### config.mk
export PLATFORM = sky130hd
export DESIGN_NAME = line_fill_responder
export DESIGN_NICKNAME = d
export VERILOG_FILES = /design/src/rtl/line_fill_responder.sv
export SDC_FILE = /design/constraint.sdc
export NUM_CORES = 1
export LEC_CHECK = 0
export ABC_AREA = 1
export BUFFER_PORTS_ARGS = -buffer_cell sky130_fd_sc_hd__buf_2
export CORE_ASPECT_RATIO = 1.5
export CORE_MARGIN = 1.5
export CORE_UTILIZATION = 63
export CTS_BUF_LIST = sky130_fd_sc_hd__clkbuf_4
export DETAILED_ROUTE_END_ITERATION = 8
export PLACE_DENSITY = 0.88
export SYNTH_ARGS = -nofsm -noshare
export SYNTH_HDL_FRONTEND = slang
export SYNTH_SLANG_ARGS = --single-unit
export TNS_END_PERCENT = 50
### constraint.sdc
create_clock -name clk -period 27.3 [get_ports clk]
set_clock_uncertainty 0.2 [all_clocks]
set_input_delay 1.365 -clock clk [delete_from_list [all_inputs] [get_ports clk]]
set_output_delay 1.365 -clock clk [all_outputs]
set_load 0.05 [all_outputs]
### src/rtl/line_fill_responder.sv
// line_fill_responder
// -------------------
// Turns one line-fill request from the instruction cache into
// N_CACHELINE_LENGTH single-word memory reads. Words are fetched in order
// 0..N-1 from the line-aligned base address. When every word has arrived,
// the whole line is presented to the cache.
//
// Ports
//   clk            single clock, rising edge
//   reset_i        asynchronous, active-high reset
//   req_valid_i    line-fill request from the cache
//   req_ready_o    block is idle and accepts a request
//   req_addr_i     byte address of any word within the wanted line
//   line_valid_o   assembled line is presented
//   line_ready_i   cache accepts the presented line
//   line_addr_o    line-aligned base byte address of the presented line
//   line_data_o    assembled line; word k at [BITSIZE*(k+1)-1 : BITSIZE*k]
//   mem_req_o      word read request to memory
//   mem_addr_o     byte address of the requested word
//   mem_gnt_i      memory accepted the current request
//   mem_rvalid_i   read data valid (earliest the cycle after grant)
//   mem_rdata_i    read data word
//   state_o        debug view of the FSM state (0 IDLE, 1 REQ, 2 WAIT, 3 RESP)
//
// Handshakes: a transfer happens on a rising edge where valid and ready are
// both high. The producer holds valid and its payload stable until that
// edge. The memory side follows the same rule: req is held with a stable
// address until gnt. Exactly one rvalid is expected per grant, and it
// arrives while the FSM waits for it.

module line_fill_responder #(
  parameter int N_CACHELINE_LENGTH = 4,
  parameter int BITSIZE            = 32
) (
  input  logic                                  clk,
  input  logic                                  reset_i,
  input  logic                                  req_valid_i,
  output logic                                  req_ready_o,
  input  logic [31:0]                           req_addr_i,
  output logic                                  line_valid_o,
  input  logic                                  line_ready_i,
  output logic [31:0]                           line_addr_o,
  output logic [BITSIZE*N_CACHELINE_LENGTH-1:0] line_data_o,
  output logic                                  mem_req_o,
  output logic [31:0]                           mem_addr_o,
  input  logic                                  mem_gnt_i,
  input  logic                                  mem_rvalid_i,
  input  logic [BITSIZE-1:0]                    mem_rdata_i,
  output logic [1:0]                            state_o
);

  localparam int LW   = BITSIZE * N_CACHELINE_LENGTH;
  localparam int CW   = $clog2(N_CACHELINE_LENGTH);
  localparam int OFFW = $clog2(N_CACHELINE_LENGTH * BITSIZE / 8);

  localparam logic [31:0]   WB32       = 32'(BITSIZE / 8);
  localparam logic [31:0]   ALIGN_MASK = ~((32'd1 << OFFW) - 32'd1);
  localparam logic [CW-1:0] LAST_WORD  = CW'(N_CACHELINE_LENGTH - 1);

  typedef enum logic [1:0] {
    IDLE = 2'd0,
    REQ  = 2'd1,
    WAIT = 2'd2,
    RESP = 2'd3
  } state_t;

  state_t          state_q;
  logic [CW-1:0]   cnt_q;
  logic [31:0]     base_q;
  logic [LW-1:0]   line_q;      // line under assembly
  logic [LW-1:0]   line_out_q;  // presented line, only updated on entry to RESP
  logic [31:0]     line_addr_q;
  logic            req_ready_q;
  logic            mem_req_q;
  logic [31:0]     mem_addr_q;
  logic            line_valid_q;

  logic [LW-1:0]   line_d;
  logic [31:0]     aligned_addr;
  logic [31:0]     next_word_addr;

  assign aligned_addr   = req_addr_i & ALIGN_MASK;
  assign next_word_addr = base_q + (32'(cnt_q) + 32'd1) * WB32;

  // Assembly buffer with the incoming word dropped into slot cnt_q.
  always_comb begin
    line_d = line_q;
    for (int k = 0; k < N_CACHELINE_LENGTH; k++) begin
      if (cnt_q == CW'(k)) begin
        line_d[k*BITSIZE +: BITSIZE] = mem_rdata_i;
      end
    end
  end

  always_ff @(posedge clk or posedge reset_i) begin
    if (reset_i) begin
      state_q      <= IDLE;
      cnt_q        <= '0;
      base_q       <= '0;
      line_q       <= '0;
      line_out_q   <= '0;
      line_addr_q  <= '0;
      req_ready_q  <= 1'b1;
      mem_req_q    <= 1'b0;
      mem_addr_q   <= '0;
      line_valid_q <= 1'b0;
    end else begin
      case (state_q)
        IDLE: begin
          if (req_valid_i) begin
            base_q      <= aligned_addr;
            cnt_q       <= '0;
            line_q      <= '0;
            req_ready_q <= 1'b0;
            mem_req_q   <= 1'b1;
            mem_addr_q  <= aligned_addr;
            state_q     <= REQ;
          end
        end
        REQ: begin
          if (mem_gnt_i) begin
            mem_req_q  <= 1'b0;
            mem_addr_q <= '0;
            state_q    <= WAIT;
          end
        end
        WAIT: begin
          if (mem_rvalid_i) begin
            line_q <= line_d;
            if (cnt_q == LAST_WORD) begin
              // The output copy is loaded once, so the presented line and
              // address keep their values after the cache takes them.
              line_out_q   <= line_d;
              line_addr_q  <= base_q;
              line_valid_q <= 1'b1;
              state_q      <= RESP;
            end else begin
              cnt_q      <= cnt_q + 1'b1;
              mem_req_q  <= 1'b1;
              mem_addr_q <= next_word_addr;
              state_q    <= REQ;
            end
          end
        end
        RESP: begin
          // req_ready rises only after this edge, so a new request cannot
          // be taken in the same cycle that the line leaves.
          if (line_ready_i) begin
            line_valid_q <= 1'b0;
            req_ready_q  <= 1'b1;
            state_q      <= IDLE;
          end
        end
        default: state_q <= IDLE;
      endcase
    end
  end

  assign req_ready_o  = req_ready_q;
  assign mem_req_o    = mem_req_q;
  assign mem_addr_o   = mem_addr_q;
  assign line_valid_o = line_valid_q;
  assign line_addr_o  = line_addr_q;
  assign line_data_o  = line_out_q;
  assign state_o      = state_q;

endmodule

# Yosys cells after proc, flatten, opt, wreduce, memory -nomap -nowiden
# Index checks and enable logic that the tools add are counted.
# word_totals
output_inout_bits,197
regBits,351
in_bits,70
# op_classes
addsub,3
eq_ne,12
reduce_logical,14
muxes,34
# op_table
cell,n
128-bit 2-to-1 mux,2
32-bit 2-to-1 mux,8
128-bit case mux with 2 select lines,1
32-bit case mux with 3 select lines,1
32-bit by 5-bit adder with 32-bit output,1
2-bit 2-to-1 mux,8
2-bit inequality test (second input constant),6
4-bit AND reduction,3
1-bit 2-to-1 mux,9
3-bit AND reduction,3
2-bit equality test (second input constant),4
2-bit case mux with 4 select lines,1
2-bit nonzero test,3
5-bit AND reduction,1
2-bit by 1-bit equality test with 1-bit output (second input constant),2
2-bit zero test,2
1-bit case mux with 2 select lines,2
2-bit case mux with 2 select lines,1
2-bit by 1-bit adder with 3-bit output (second input constant),1
1-bit case mux with 3 select lines,1
3-bit nonzero test,1
2-bit by 1-bit adder with 2-bit output (second input constant),1
2-bit AND reduction,1

# Logic depth before layout (Yosys ltp)
# depth
ltp_word,5
mapped_depth,13
depth_no_buf,11

# Worst setup path after synthesis
# Ideal clock, no wire load.
# synth_path
path_type,input to register
start,input port req_valid_i
end,register base_q[10]
setup_ps,125
stages,3
path_slack_ps,24735
required_ps,26975
arrival_ps,2240
n_path_buf,1
path_cell_list,nand2_1 clkbuf_1 mux2_2
# synth_between
elab_chain_cells,1
# synth_lines
item,line,source
from (decl),37,"input logic req_valid_i,"
2-bit AND reduction (no source line),-,
to (signal assigned),111,base_q <= aligned_addr;
to (decl),69,logic [31:0] base_q;
# No other way between the ends.
# A chain may end at the register's enable or synchronous reset.

# Final worst setup path
# layout_path
start,register state_q[0] (netlist: state_o[0])
end,register line_q[9]
# layout_between
elab_chain_cells,3
# layout_lines
item,line,source
from (decl),67,state_t state_q;
from (signal assigned),97,state_q <= IDLE;
from (signal assigned),117,state_q <= REQ;
from (signal assigned),124,state_q <= WAIT;
2-bit equality test or 2-bit zero test (tied branches),108,case (state_q)
2-bit inequality test (no source line) or 2-bit nonzero test (tied branches),-,
3-bit AND reduction (no source line),-,
to (signal assigned),129,line_q <= line_d;
to (decl),70,logic [LW-1:0] line_q;
# Several ways; a longest one is shown, not always the timed one.

==> impl_metrics.toml <==
[clock_tree]
cts_buffer_depth = 3
clk_latency_ns = 0.72
cts_tree = "yes"
cts.sink_count = 349
numCtsBuffers = 80
h-tree-depth = 3
post_cts_resized = 0
clkSlewWorstSetupHoldPaths_ns = 0.07
cts_root_buf = "clkbuf_4"
hold_buffers = 0
post_cts_buffers = 0

[place]
dp_hpwl_um = 27200
place_area_sq_um = 16500
port_buffers = 256
globalplace.congestion = 0.952

[critical_path]
crit_arrival_ns = 4.94
crit_path_max_fanout = 113
critPathMostFrequentCell = "buf_4"
cp-start-kind = "flop"
critPathSlowestCell = "buf_4"
critical_path_buf_inv_count = 4
cp_top_family = "buffers and inverters"
critical_path_class = "flop to flop"
cp.required_ns = 27.68
cpPeakStageDelay_ns = 0.96
path_cells = "inv_1 -> ha_1 -> inv_4 -> or2_1 -> nand3_4 -> buf_4 -> buf_4 -> nand2_1 -> o31ai_1"
worstSetupEndpointType = "flop"

[floorplan]
pin_count = 267
fp.dieArea_sq_um = 25200
start_util = 0.644
rows = 69
coreArea_sq_um = 23700
die_h_um = 194
dieWidth_um = 130

[global_route]
grt_pass1_wl_um = 65900
grt_max_degree = 182
grt-ovfl-total = 0
antenna_found_initial = 2
grt_usage = 0.337
grt_pass1_vias = 12904

[layout]
areaGrowthSynthToFinish_pct = 14.2
drive_above_1_share = 0.214
nets = 2033
final_cell_area_sq_um = 17400
postLayoutCoreUtil = 0.735
nFillCells = 1738

[power_and_ir_drop]
finalPower_mw = 2.28
p_leak_nw = 8.61
vdd_drop_max_uv = 100
power_density_nw_per_um2 = 131

[logic_synthesis]
synth_most_common_cell = "nand2_1"
synth-edff-count = 0
synth.top_cell.area_share = 0.570
syn-instance-count = 1725
yosysTopAreaCell = "dfrtp_1"
syn_area_sq_um = 15300
synth_async_sr_flop_share = 1.00
synth_warnings = 0
syn_avg_cell_area_sq_um = 8.86
synth_seq_area_share = 0.571
ys_seq_elements = 349
synth_area_leaders = "dfrtp_1, nand2_1, o21ai_0"
synth_top_flop_cell = "dfrtp_1"
synth_common_cells = "nand2_1, dfrtp_1, o21ai_0, o31ai_1, nor2_1"
synth_cell_types = 34

[detailed_routing]
drt-total-wl_um = 42000
viasPerCell = 5.73
first_pass_iters = 5
drt_iter0_drc = 1260
vias = 13343
wire_per_inst_um = 18.0
drc_errors = 0
antenna_left = 0

[hold_path]
hold_class = "flop to flop"

[sta]
slew_headroom = 0.241
hold_viol = 0
setup_tns_ns = 0
post-route-period-util = 0.167
rsz0062_at_grt = "false"
report.final.setup_viol = 0
fmax_mhz = 219
drv_slew = 0
tightest_slew_ns = 1.14
min_period_ns = 4.56

[outcome]
status = "finished, final reports clean"

[job]
drv_cap = 0
-- per-layer routing --
metal / track usage / vias up / share of wire
met5: 0 / - / 0
met4: 0.201 / 0 / 0.057
met3: 0.0866 / 115 / 0.096
met2: 0.525 / 679 / 0.48
met1: 0.422 / 6299 / 0.37
li1: - / 6250 / -
-- worst reg2reg max path, cell delays in order, from the launching register on --
cell	delay, ns
dfrtp_1	0.44
inv_1	0.12
ha_1	0.44
inv_4	0.30
or2_1	0.36
nand3_4	0.44
buf_4	0.97
buf_4	0.89
nand2_1	0.17
o31ai_1	0.13
-- sequential cells by signal (all words and copies together), names as in the netlist, 2 cells and up --
| register | count |
|---|---|
| line_data_o | 128 |
| line_q | 128 |
| mem_addr_o | 30 |
| base_q | 28 |
| line_addr_o | 28 |
| cnt_q | 2 |
| state_o | 2 |
-- through the flow --
step	instances	hold WS, ns	setup WS [ns]
finish	2329	0.278	22.74
global route	2329	0.289	22.36
CTS	2327	0.280	22.82
detailed placement	2190	0.264	22.75
global placement	2190	0.258	22.80
floorplan	1730	0.246	16.06
-- final timing paths --
| kind | from | endpoint | slack [ns] | cells past startpoint |
|---|---|---|---|---|
| setup / recovery | state_o[0] | line_q[9] | 22.74 | 9 |
| hold / removal | line_addr_o[6] | line_addr_o[6] | 0.28 | 2 |
| setup reg to reg | state_o[0] | line_q[9] | 22.74 | 9 |
| hold reg to reg | line_addr_o[6] | line_addr_o[6] | 0.28 | 2 |
| max in group asynchronous | reset_i | line_addr_o[30] | 23.87 | 4 |
| min in group asynchronous | reset_i | line_data_o[75] | 0.63 | 2 |
-- cell families (layout without fill, tap and decap cells) --
family / count (synthesis) / in the layout / share of synthesized area
muxes: 12 / 12 / 0.00884
AOI/OAI and AO/OA: 497 / 497 / 0.185
DFF: 349 / 349 / 0.571
and+or+nand+nor: 657 / 657 / 0.168
adders and majority gates: 10 / 10 / 0.00819
other: 1 / 8 / 0.000245
buffers and inverters: 199 / 477 / 0.0586
-- layout by cell type, fill, tap and decap left out, types with 2 or more instances in the layout --
cell type  instances
nor2_2             4
ha_1               6
inv_1             68
nand2_1          524
buf_2            256
inv_2              7
or2_2              3
o31ai_1          127
nand3_1           31
o21ai_1           12
clkbuf_4         119
conb_1             6
clkinv_2           4
a31oi_2            2
and2_1             2
diode_2            2
ha_2               4
a21oi_1           74
dfrtp_1          348
clkinv_1          12
o21ai_0          278
nor2_1            85
a31oi_1            2
buf_4              9
mux2_2            12
-- power by group --
part	leakage (nW)	internal [mW]	switching [mW]
Clock	0.593	0.199	0.201
Combinational	3.36	0.244	0.843
Sequential	4.66	0.684	0.109
Total	8.61	1.13	1.15
-- layout make-up --
class | instances | area, sq um | share of cell area
antenna | 2 | 5.00 | 0.000287
tap | 319 | 399 | 0.0229
sequential | 349 | 8730 | 0.501
inverter | 75 | 292 | 0.0167
timing repair buffer | 265 | 1350 | 0.0773
clock buffer | 119 | 893 | 0.0512
clock inverter | 18 | 72.6 | 0.00416
multi-input combinational | 1182 | 5700 | 0.327
No activity file was read; power rests on OpenSTA's default activity.
